<file path="src/rtl/multicycle_controller_if.sv">
// multicycle_controller_if: instruction fields, ALU flags and memory handshake in,
// datapath control out, between the multicycle controller (slave) and its datapath (master).
interface multicycle_controller_if #(parameter int ALUCTRL_W = 3);
   logic [6:0]           op;
   logic [2:0]           funct3;
   logic                 funct7b5, Zero, LT, LTU, MemReady;
   logic                 PCWrite, IRWrite, RegWrite, MemWrite, AdrSrc, Illegal;
   logic [1:0]           ResultSrc, ALUSrcA, ALUSrcB;
   logic [2:0]           ImmSrc;
   logic [ALUCTRL_W-1:0] ALUControl;
   logic [3:0]           State;
   modport slave (
      input  op, funct3, funct7b5, Zero, LT, LTU, MemReady,
      output PCWrite, IRWrite, RegWrite, MemWrite, AdrSrc, Illegal,
             ResultSrc, ALUSrcA, ALUSrcB, ImmSrc, ALUControl, State
   );
   modport master (
      output op, funct3, funct7b5, Zero, LT, LTU, MemReady,
      input  PCWrite, IRWrite, RegWrite, MemWrite, AdrSrc, Illegal,
             ResultSrc, ALUSrcA, ALUSrcB, ImmSrc, ALUControl, State
   );
endinterface

</file>
<file path="src/rtl/multicycle_controller.sv">
// multicycle_controller: Moore FSM sequencing RV32I instructions over a shared ALU and unified memory.
module multicycle_controller #(
   parameter int ALUCTRL_W  = 3,
   parameter bit BRANCH_EXT = 1'b1
) (
   input logic                   clk,
   input logic                   reset,
   multicycle_controller_if.slave bus
);
   typedef enum logic [3:0] {
      FETCH = 4'd0, DECODE = 4'd1, MEMADR = 4'd2, MEMREAD = 4'd3, MEMWB = 4'd4,
      MEMWRITE = 4'd5, EXECR = 4'd6, EXECI = 4'd7, ALUWB = 4'd8, BRANCH = 4'd9,
      JAL = 4'd10, JALR = 4'd11, JALRPC = 4'd12, UPPER = 4'd13, TRAP = 4'd14
   } state_t;
   localparam logic [6:0] OP_LW = 7'b0000011, OP_SW = 7'b0100011, OP_R = 7'b0110011,
                          OP_I = 7'b0010011, OP_BR = 7'b1100011, OP_JAL = 7'b1101111,
                          OP_JALR = 7'b1100111, OP_LUI = 7'b0110111, OP_AUIPC = 7'b0010111;
   localparam bit NARROW = ALUCTRL_W < 4;
   state_t               state, nxt;
   logic                 is_lw, is_sw, is_r, is_i, is_br, is_jal, is_jalr, is_lui, is_auipc;
   logic                 bad, taken, fetch_go;
   logic [3:0]           alu_f;
   logic [1:0]           n_a, n_b, n_res, src_a, src_b, res;
   logic [ALUCTRL_W-1:0] n_alu, alu;
   logic                 n_adr, n_rw, n_mw, n_pcw, n_ill, adr, rw, mw, pcw, ill;
   assign is_lw    = bus.op == OP_LW;
   assign is_sw    = bus.op == OP_SW;
   assign is_r     = bus.op == OP_R;
   assign is_i     = bus.op == OP_I;
   assign is_br    = bus.op == OP_BR;
   assign is_jal   = bus.op == OP_JAL;
   assign is_jalr  = bus.op == OP_JALR;
   assign is_lui   = bus.op == OP_LUI;
   assign is_auipc = bus.op == OP_AUIPC;
   // narrow ALU has no sll/sltu/srl/sra, so those R/I encodings trap
   assign bad = ((is_r | is_i) && NARROW && (bus.funct3 inside {3'b001, 3'b011, 3'b101})) ||
                (is_br && (bus.funct3[2:1] == 2'b01 || (!BRANCH_EXT && bus.funct3[2])));
   assign taken = bus.funct3[0] ^ (bus.funct3[2] ? (bus.funct3[1] ? bus.LTU : bus.LT) : bus.Zero);
   always_comb
      case (bus.funct3)
         3'b000:  alu_f = (bus.funct7b5 & bus.op[5]) ? 4'd1 : 4'd0;
         3'b001:  alu_f = 4'd7;
         3'b010:  alu_f = 4'd5;
         3'b011:  alu_f = 4'd6;
         3'b100:  alu_f = 4'd4;
         3'b101:  alu_f = bus.funct7b5 ? 4'd9 : 4'd8;
         3'b110:  alu_f = 4'd3;
         default: alu_f = 4'd2;
      endcase
   always_comb begin
      nxt = FETCH;
      case (state)
         FETCH:    nxt = bus.MemReady ? DECODE : FETCH;
         DECODE:   nxt = bad ? TRAP : (is_lw | is_sw) ? MEMADR : is_r ? EXECR : is_i ? EXECI :
                         is_br ? BRANCH : is_jal ? JAL : is_jalr ? JALR :
                         (is_lui | is_auipc) ? UPPER : TRAP;
         MEMADR:   nxt = is_sw ? MEMWRITE : MEMREAD;
         MEMREAD:  nxt = bus.MemReady ? MEMWB : MEMREAD;
         MEMWRITE: nxt = bus.MemReady ? FETCH : MEMWRITE;
         EXECR, EXECI, JAL, UPPER: nxt = ALUWB;
         JALR:     nxt = JALRPC;
         TRAP:     nxt = TRAP;
         default:  nxt = FETCH;
      endcase
   end
   // outputs are decoded from the next state so they are registered alongside it
   always_comb begin
      n_a   = 2'b00;
      n_b   = 2'b00;
      n_res = 2'b00;
      n_alu = '0;
      n_adr = 1'b0;
      n_rw  = 1'b0;
      n_mw  = 1'b0;
      n_pcw = 1'b0;
      n_ill = 1'b0;
      case (nxt)
         FETCH:    begin n_b = 2'b10; n_res = 2'b10; end
         DECODE:   begin n_a = 2'b01; n_b = 2'b01; end
         MEMADR:   begin n_a = 2'b10; n_b = 2'b01; end
         MEMREAD:  n_adr = 1'b1;
         MEMWB:    begin n_res = 2'b01; n_rw = 1'b1; end
         MEMWRITE: begin n_adr = 1'b1; n_mw = 1'b1; end
         EXECR:    begin n_a = 2'b10; n_alu = ALUCTRL_W'(alu_f); end
         EXECI:    begin n_a = 2'b10; n_b = 2'b01; n_alu = ALUCTRL_W'(alu_f); end
         ALUWB:    n_rw = 1'b1;
         BRANCH:   begin n_a = 2'b10; n_alu = ALUCTRL_W'(1); end
         JAL:      begin n_a = 2'b01; n_b = 2'b10; n_pcw = 1'b1; end
         JALR:     begin n_a = 2'b01; n_b = 2'b10; n_res = 2'b10; n_rw = 1'b1; end
         JALRPC:   begin n_a = 2'b10; n_b = 2'b01; n_res = 2'b10; n_pcw = 1'b1; end
         UPPER:    begin n_a = is_lui ? 2'b11 : 2'b01; n_b = 2'b01; end
         TRAP:     n_ill = 1'b1;
         default:  ;
      endcase
   end
   always_ff @(posedge clk or negedge reset)
      if (!reset) begin
         state <= FETCH;
         src_a <= 2'b00;
         src_b <= 2'b10;
         res   <= 2'b10;
         alu   <= '0;
         adr   <= 1'b0;
         rw    <= 1'b0;
         mw    <= 1'b0;
         pcw   <= 1'b0;
         ill   <= 1'b0;
      end else begin
         state <= nxt;
         src_a <= n_a;
         src_b <= n_b;
         res   <= n_res;
         alu   <= n_alu;
         adr   <= n_adr;
         rw    <= n_rw;
         mw    <= n_mw;
         pcw   <= n_pcw;
         ill   <= n_ill;
      end
   // fetch and branch enables follow this cycle's MemReady / flags, gated by reset
   assign fetch_go       = reset && state == FETCH && bus.MemReady;
   assign bus.IRWrite    = fetch_go;
   assign bus.PCWrite    = pcw | fetch_go | (reset && state == BRANCH && taken);
   assign bus.RegWrite   = rw;
   assign bus.MemWrite   = mw;
   assign bus.AdrSrc     = adr;
   assign bus.Illegal    = ill;
   assign bus.ResultSrc  = res;
   assign bus.ALUSrcA    = src_a;
   assign bus.ALUSrcB    = src_b;
   assign bus.ALUControl = alu;
   assign bus.State      = state;
   assign bus.ImmSrc     = is_sw ? 3'b001 : is_br ? 3'b010 : is_jal ? 3'b011 :
                           (is_lui | is_auipc) ? 3'b100 : 3'b000;
endmodule

</file>
<file path="src/flat_wrapper.sv">
// flat-port wrapper written by rule: the top's interface ports become plain ports
module multicycle_controller_flat 
#(
   parameter int ALUCTRL_W  = 3,
   parameter bit BRANCH_EXT = 1'b1
)
  (clk, reset, bus_op, bus_funct3, bus_funct7b5, bus_Zero, bus_LT, bus_LTU, bus_MemReady, bus_PCWrite, bus_IRWrite, bus_RegWrite, bus_MemWrite, bus_AdrSrc, bus_Illegal, bus_ResultSrc, bus_ALUSrcA, bus_ALUSrcB, bus_ImmSrc, bus_ALUControl, bus_State);
  multicycle_controller_if #(.ALUCTRL_W(ALUCTRL_W)) bus_i ();
  input logic clk;
  input logic reset;
  input wire logic [$bits(bus_i.op)-1:0] bus_op;
  input wire logic [$bits(bus_i.funct3)-1:0] bus_funct3;
  input wire logic [$bits(bus_i.funct7b5)-1:0] bus_funct7b5;
  input wire logic [$bits(bus_i.Zero)-1:0] bus_Zero;
  input wire logic [$bits(bus_i.LT)-1:0] bus_LT;
  input wire logic [$bits(bus_i.LTU)-1:0] bus_LTU;
  input wire logic [$bits(bus_i.MemReady)-1:0] bus_MemReady;
  output wire logic [$bits(bus_i.PCWrite)-1:0] bus_PCWrite;
  output wire logic [$bits(bus_i.IRWrite)-1:0] bus_IRWrite;
  output wire logic [$bits(bus_i.RegWrite)-1:0] bus_RegWrite;
  output wire logic [$bits(bus_i.MemWrite)-1:0] bus_MemWrite;
  output wire logic [$bits(bus_i.AdrSrc)-1:0] bus_AdrSrc;
  output wire logic [$bits(bus_i.Illegal)-1:0] bus_Illegal;
  output wire logic [$bits(bus_i.ResultSrc)-1:0] bus_ResultSrc;
  output wire logic [$bits(bus_i.ALUSrcA)-1:0] bus_ALUSrcA;
  output wire logic [$bits(bus_i.ALUSrcB)-1:0] bus_ALUSrcB;
  output wire logic [$bits(bus_i.ImmSrc)-1:0] bus_ImmSrc;
  output wire logic [$bits(bus_i.ALUControl)-1:0] bus_ALUControl;
  output wire logic [$bits(bus_i.State)-1:0] bus_State;
  assign bus_i.op = bus_op;
  assign bus_i.funct3 = bus_funct3;
  assign bus_i.funct7b5 = bus_funct7b5;
  assign bus_i.Zero = bus_Zero;
  assign bus_i.LT = bus_LT;
  assign bus_i.LTU = bus_LTU;
  assign bus_i.MemReady = bus_MemReady;
  assign bus_PCWrite = bus_i.PCWrite;
  assign bus_IRWrite = bus_i.IRWrite;
  assign bus_RegWrite = bus_i.RegWrite;
  assign bus_MemWrite = bus_i.MemWrite;
  assign bus_AdrSrc = bus_i.AdrSrc;
  assign bus_Illegal = bus_i.Illegal;
  assign bus_ResultSrc = bus_i.ResultSrc;
  assign bus_ALUSrcA = bus_i.ALUSrcA;
  assign bus_ALUSrcB = bus_i.ALUSrcB;
  assign bus_ImmSrc = bus_i.ImmSrc;
  assign bus_ALUControl = bus_i.ALUControl;
  assign bus_State = bus_i.State;
  multicycle_controller #(.ALUCTRL_W(ALUCTRL_W), .BRANCH_EXT(BRANCH_EXT)) u_core (.clk(clk), .reset(reset), .bus(bus_i));
endmodule
</file>
<file path="config.mk">
export PLATFORM = sky130hd
export DESIGN_NAME = multicycle_controller_flat
export DESIGN_NICKNAME = d
export VERILOG_FILES = /design/src/rtl/multicycle_controller_if.sv /design/src/rtl/multicycle_controller.sv /design/src/flat_wrapper.sv
export SDC_FILE = /design/constraint.sdc
export NUM_CORES = 1
export LEC_CHECK = 0
export CAP_MARGIN = 20
export CELL_PAD_IN_SITES_DETAIL_PLACEMENT = 1
export CELL_PAD_IN_SITES_GLOBAL_PLACEMENT = 2
export CORE_MARGIN = 2
export CORE_UTILIZATION = 29
export DETAILED_ROUTE_END_ITERATION = 6
export HOLD_SLACK_MARGIN = 0.15
export PLACE_DENSITY_LB_ADDON = 0.1
export SYNTH_ARGS = -nofsm -noshare
export SYNTH_HDL_FRONTEND = slang
export SYNTH_SLANG_ARGS = --single-unit
</file>
<file path="constraint.sdc">
create_clock -name clk -period 4 [get_ports clk]
set_input_delay 0.8 -clock clk [delete_from_list [all_inputs] [get_ports clk]]
set_output_delay 0.8 -clock clk [all_outputs]
set_load 0.05 [all_outputs]
</file>
After elaboration in Yosys (flattened, before gate mapping)
Cells that the tools add are included.
Storage, ports and cells
  bits in read-only memories: 0
  memories: 0
  output and inout port bits: 22
  word-level logic and storage cells: 111
  bits of input ports: 17
  flip-flop bits (word level): 18
  memory bits (writable): 0
  latch bits: 0
Operators by class
  eq/ne operators: 41
  reductions and logical operators: 21
  bitwise operators: 7
  mux-type cells: 32
  magnitude comparators: 0
  add/subtract/negate cells: 0
  $mul: 0
  divide/modulo/power cells: 0
  shift-type cells: 0
Operator list (count)
  equality test 4 bit, second input constant: 12
  case mux 4 bit (8 select lines): 1
  equality test 4 x 3 -> 1 bit, second input constant: 7
  2-to-1 mux 4 bit: 7
  equality test 7 x 6 -> 1 bit, second input constant: 3
  equality test 7 bit, second input constant: 3
  2-to-1 mux 3 bit: 7
  case mux 3 bit (7 select lines): 1
  equality test 4 x 2 -> 1 bit, second input constant: 4
  equality test 7 x 5 -> 1 bit, second input constant: 2
  OR reduction 3 bit: 4
  2-to-1 mux 1 bit: 10
  OR reduction 5 bit: 2
  equality test 3 bit, second input constant: 3
  equality test 4 x 1 -> 1 bit, second input constant: 2
  logical NOT 4 bit: 2
  case mux 2 bit (2 select lines): 2
  equality test 7 x 2 -> 1 bit, second input constant: 1
  equality test 3 x 2 -> 1 bit, second input constant: 2
  logical AND 1 bit: 6
  case mux 2 bit (3 select lines): 1
  case mux 3 bit (2 select lines): 1
  OR reduction 2 bit: 3
  bitwise OR 1 bit: 5
  9 further kinds: 10

Logic depth before layout (Yosys ltp)
  word-level depth: 14
  mapped depth: 10
  depth with buffers taken out: 7

Worst setup path after synthesis
No wires, ideal clock.
  kind: in2out
  from: input bus_funct3[0]
  to: output bus_PCWrite
  cell stages on the path: 7
  path buffers: 1
  required time: 3200 ps
  arrival time: 3515 ps
  setup slack: -315 ps
  cell sequence: buf_2 > a21boi_0 > a2111o_1 > a211oi_2 > nand2_1 > nor3_1 > or3_1
Between the ends
  word-level cells in the longest chain between the ends: 3
Ends and longest elaborated chain
  from (decl): RTL line flat_wrapper.sv:12  | input wire logic [$bits(bus_i.funct3)-1:0] bus_funct3;
  bitwise XOR 1 bit: RTL line multicycle_controller.sv:38  | assign taken = bus.funct3[0] ^ (bus.funct3[2] ? (bus.funct3[1] ? bus.LTU : bus.LT) : bus.Zero);
  logical AND 1 bit: RTL line multicycle_controller.sv:123  | assign bus.PCWrite = pcw | fetch_go | (reset && state == BRANCH && taken);
  bitwise OR 1 bit: RTL line multicycle_controller.sv:123
  to (decl): RTL line flat_wrapper.sv:18  | output wire logic [$bits(bus_i.PCWrite)-1:0] bus_PCWrite;
No other way between the ends.

==> summary.txt <==
STA
  • Unrepaired setup endpoints after global routing: no
  • Final hold vios: 0
  • Fin. max-slew vios: 0
  • Worst Clk Skew: 0.00648 ns
  • Final setup fails: 0
  • Setup tns final: 0 ns
  • Final Critical Period: 3.77 ns
  • Worst rel slew slack: 65.9%
  • Final period utilization: 94.3%
  • Fmax: 265 MHz
  • Slew @ Worst Pin: 0.510 ns

Drt
  • Per-cell routed wire length: 15.4 um
  • Drc violations: 0
  • Top Layer Used: met4
  • Via density: 5.27
  • Met2 WL post-DR: 1.83 mm
  • Metal-1 WL: 1.61 mm
  • DR vias: 1238
  • Final ANT Viol Nets: 0
  • Pre-antenna DRT Iters: 4
  • Post-Route WL: 3.62 mm
  • Met3 wire len: 156 um
  • DR iter-0 viols: 48

Synthesis
  • Leading area contributor after synthesis: dfrtp_1
  • Avg Synthesized Cell Area: 8.93 um^2
  • Post-synth EDFFs: 0
  • Cell Area, Synth: 0.00127 mm^2
  • Largest cells by area after synthesis: dfrtp_1 (32%), nand2_1 (5.0%), dfstp_2 (4.1%)
  • Async set-or-reset flop fraction in the synthesized netlist: 100%
  • Syn Inst Count: 142
  • Synth Flop Type: dfrtp_1
  • Sequential share of the synthesized area: 35.7%
  • Post-synth top area share: 31.6%
  • Synth Register Bits: 18
  • Post-Syn Nets: 159
  • Yosys warns: 0
  • Post-synth cell types: 50

Critical path
  • Crit Path Max Fanout: 7
  • Critical path's slowest cell: clkdlybuf4s50_1
  • CP max stage delay: 0.51 ns
  • Worst path most repeated cell: or3_1
  • Crit start category: primary input
  • Critical Setup Path Class: in2out
  • Family with the most delay on the worst path: simple AND/OR/NAND/NOR gates
  • Buf/Inv on CP: 3
  • Worst Path Required: 3.20 ns
  • Arrival time at the worst endpoint: 2.97 ns
  • Worst setup EP type: output pin
  • Critical path, cell by cell: clkdlybuf4s50_1, and3b_1, a31oi_1, or3_1, and3_1, inv_2, nor3_2, or3_1, buf_12

Placement
  • Cell Area, Placed: 0.00173 mm^2
  • Port bufs: 38
  • Post-DP HPWL: 2.87 mm
  • Placer Congestion: 0.767

Final layout
  • Fillers: 504
  • Commonest non-fill, non-tap cells in the layout: clkdlybuf4s50_1 (36), nand2_1 (17), dfrtp_1 (16)
  • Final instance area: 0.00178 mm^2
  • Share of cells above drive strength 1: 17.5%
  • Antenna diodes: 0
  • Nets: 201
  • Commonest non-fill, non-tap cell in the layout: clkdlybuf4s50_1
  • Layout area overhead: 40.3%
  • Final design utilization: 41.5%

CTS
  • Clock Sink Count: 18
  • Clock slew seen by the registers of the worst setup and hold paths: 0.06 ns
  • CTS tree: done
  • Max clock buf depth: 2
  • Cts hold-fix bufs: 0
  • CTS Root Cell: clkbuf_8
  • Post-CTS sizing: 0
  • Setup bufs post-CTS: 0
  • Clock Latency Late Sink: 0.25 ns
  • H-tree levels: 1
  • Cts bufs inserted: 3

GRT
  • Initial antenna violation count: 0
  • Largest net degree at the start of global routing: 19
  • Vias in the first global route: 1329
  • Total track usage: 16.1%
  • First-pass GRT wire length: 6.37 mm
  • Grt ovf: 0

Min path
  • Worst Hold Class: reg2reg

Status
  • Status: finished, final reports clean

Floorplanning
  • Die X: 70.1 um
  • Chip height: 70.1 um
  • Core Box Area: 0.00429 mm^2
  • IO Count: 39
  • Starting density of the core: 29.5%
  • Std-Cell Rows: 24
  • Die area: 0.00492 mm^2

Power and ir drop
  • Pwr per Cell Area: 761 mW/mm^2
  • Static Leakage: 0.724 nW
  • Peak VDD IR: 0.179 mV

Flow run
  • Max-cap violations: 0
[per-layer routing]
| metal | track usage [%] | vias up |
|---|---|---|
| li1 | - | 600 |
| met5 | 0 | - |
| met4 | 3.21 | 0 |
| met3 | 2.74 | 2 |
| met2 | 29.1 | 34 |
| met1 | 20.1 | 602 |
[kinds of logic after synthesis]
| logic type | Yosys count | share of synthesized area, % |
|---|---|---|
| simple gates | 66 | 30.9 |
| compound gates | 32 | 18.1 |
| flops | 18 | 35.7 |
| buf+inv | 18 | 9.37 |
| xor+xnor | 4 | 2.76 |
| mux | 4 | 3.16 |
[synth_stat cells, types with 2 or more instances]
| master | instances |
|---|---|
| nand2_1 | 17 |
| dfrtp_1 | 16 |
| nor2_1 | 9 |
| a21oi_1 | 8 |
| nand3_1 | 6 |
| or3_1 | 5 |
| buf_2 | 4 |
| inv_1 | 4 |
| mux2i_1 | 4 |
| xnor2_1 | 4 |
| and3_1 | 3 |
| buf_6 | 3 |
| nand4_1 | 3 |
| o21ai_0 | 3 |
| or2_2 | 3 |
| a21boi_0 | 2 |
| a31oi_1 | 2 |
| and3b_1 | 2 |
| clkbuf_1 | 2 |
| clkbuf_8 | 2 |
| dfstp_2 | 2 |
| inv_2 | 2 |
| nand2b_1 | 2 |
| nand3b_1 | 2 |
| nand4b_1 | 2 |
| nor3b_1 | 2 |
| nor4b_1 | 2 |
| o211ai_1 | 2 |
| o21a_1 | 2 |
| o22ai_1 | 2 |
[stage by stage]
step / hold slack, ns / instances / setup slack (ns) / total power, mW
2_1_floorplan: 0.504 / 142 / 0.140 / 0.948
3_3_place_gp: 0.790 / 231 / 0.272 / 1.21
3_5_place_dp: 0.798 / 231 / 0.207 / 1.22
4_1_cts: 0.804 / 235 / 0.207 / 1.37
5_1_grt: 0.831 / 235 / 0.0567 / 1.46
6_report: 0.788 / 235 / 0.230 / 1.36
[path summary, 6_finish.rpt]
| check | start | to | slack [ns] | depth (start not counted) |
|---|---|---|---|---|
| max in group asynchronous | reset | u_core.bus.ALUSrcB[1] | 2.76 | 2 |
| max reg2reg | u_core.bus.State[2] | u_core.bus.ResultSrc[1] | 1.56 | 7 |
| min reg2reg | u_core.bus.State[0] | u_core.bus.ResultSrc[0] | 0.79 | 1 |
| min in group asynchronous | reset | u_core.bus.State[3] | 0.98 | 2 |
| min | u_core.bus.State[0] | u_core.bus.ResultSrc[0] | 0.79 | 1 |
| max | bus_op[4] | bus_PCWrite | 0.23 | 9 |
[layout make-up]
| class | count | area (um^2) | area share (%) |
|---|---|---|---|
| Clock buffer | 4 | 55.1 | 3.09 |
| Inverter | 6 | 22.5 | 1.26 |
| Multi-Input combinational cell | 106 | 702 | 39.4 |
| Sequential cell | 18 | 453 | 25.4 |
| Tap cell | 52 | 65.1 | 3.65 |
| Timing Repair Buffer | 49 | 483 | 27.1 |
[registers in the layout (all words and copies together), names as in the netlist]
register / flops
u_core.bus.AdrSrc: 1
u_core.bus.ResultSrc: 2
u_core.bus.ALUControl: 3
u_core.bus.ALUSrcB: 2
u_core.bus.RegWrite: 1
u_core.pcw: 1
u_core.bus.Illegal: 1
u_core.bus.ALUSrcA: 2
u_core.bus.MemWrite: 1
u_core.bus.State: 4
[power by group]
group,internal [mW],switching [mW],total [mW]
clock,0.0874,0.0603,0.148
sequential,0.251,0.0651,0.316
combinational,0.348,0.544,0.892
total,0.686,0.670,1.36
Power figures use the tool's default switching activity.
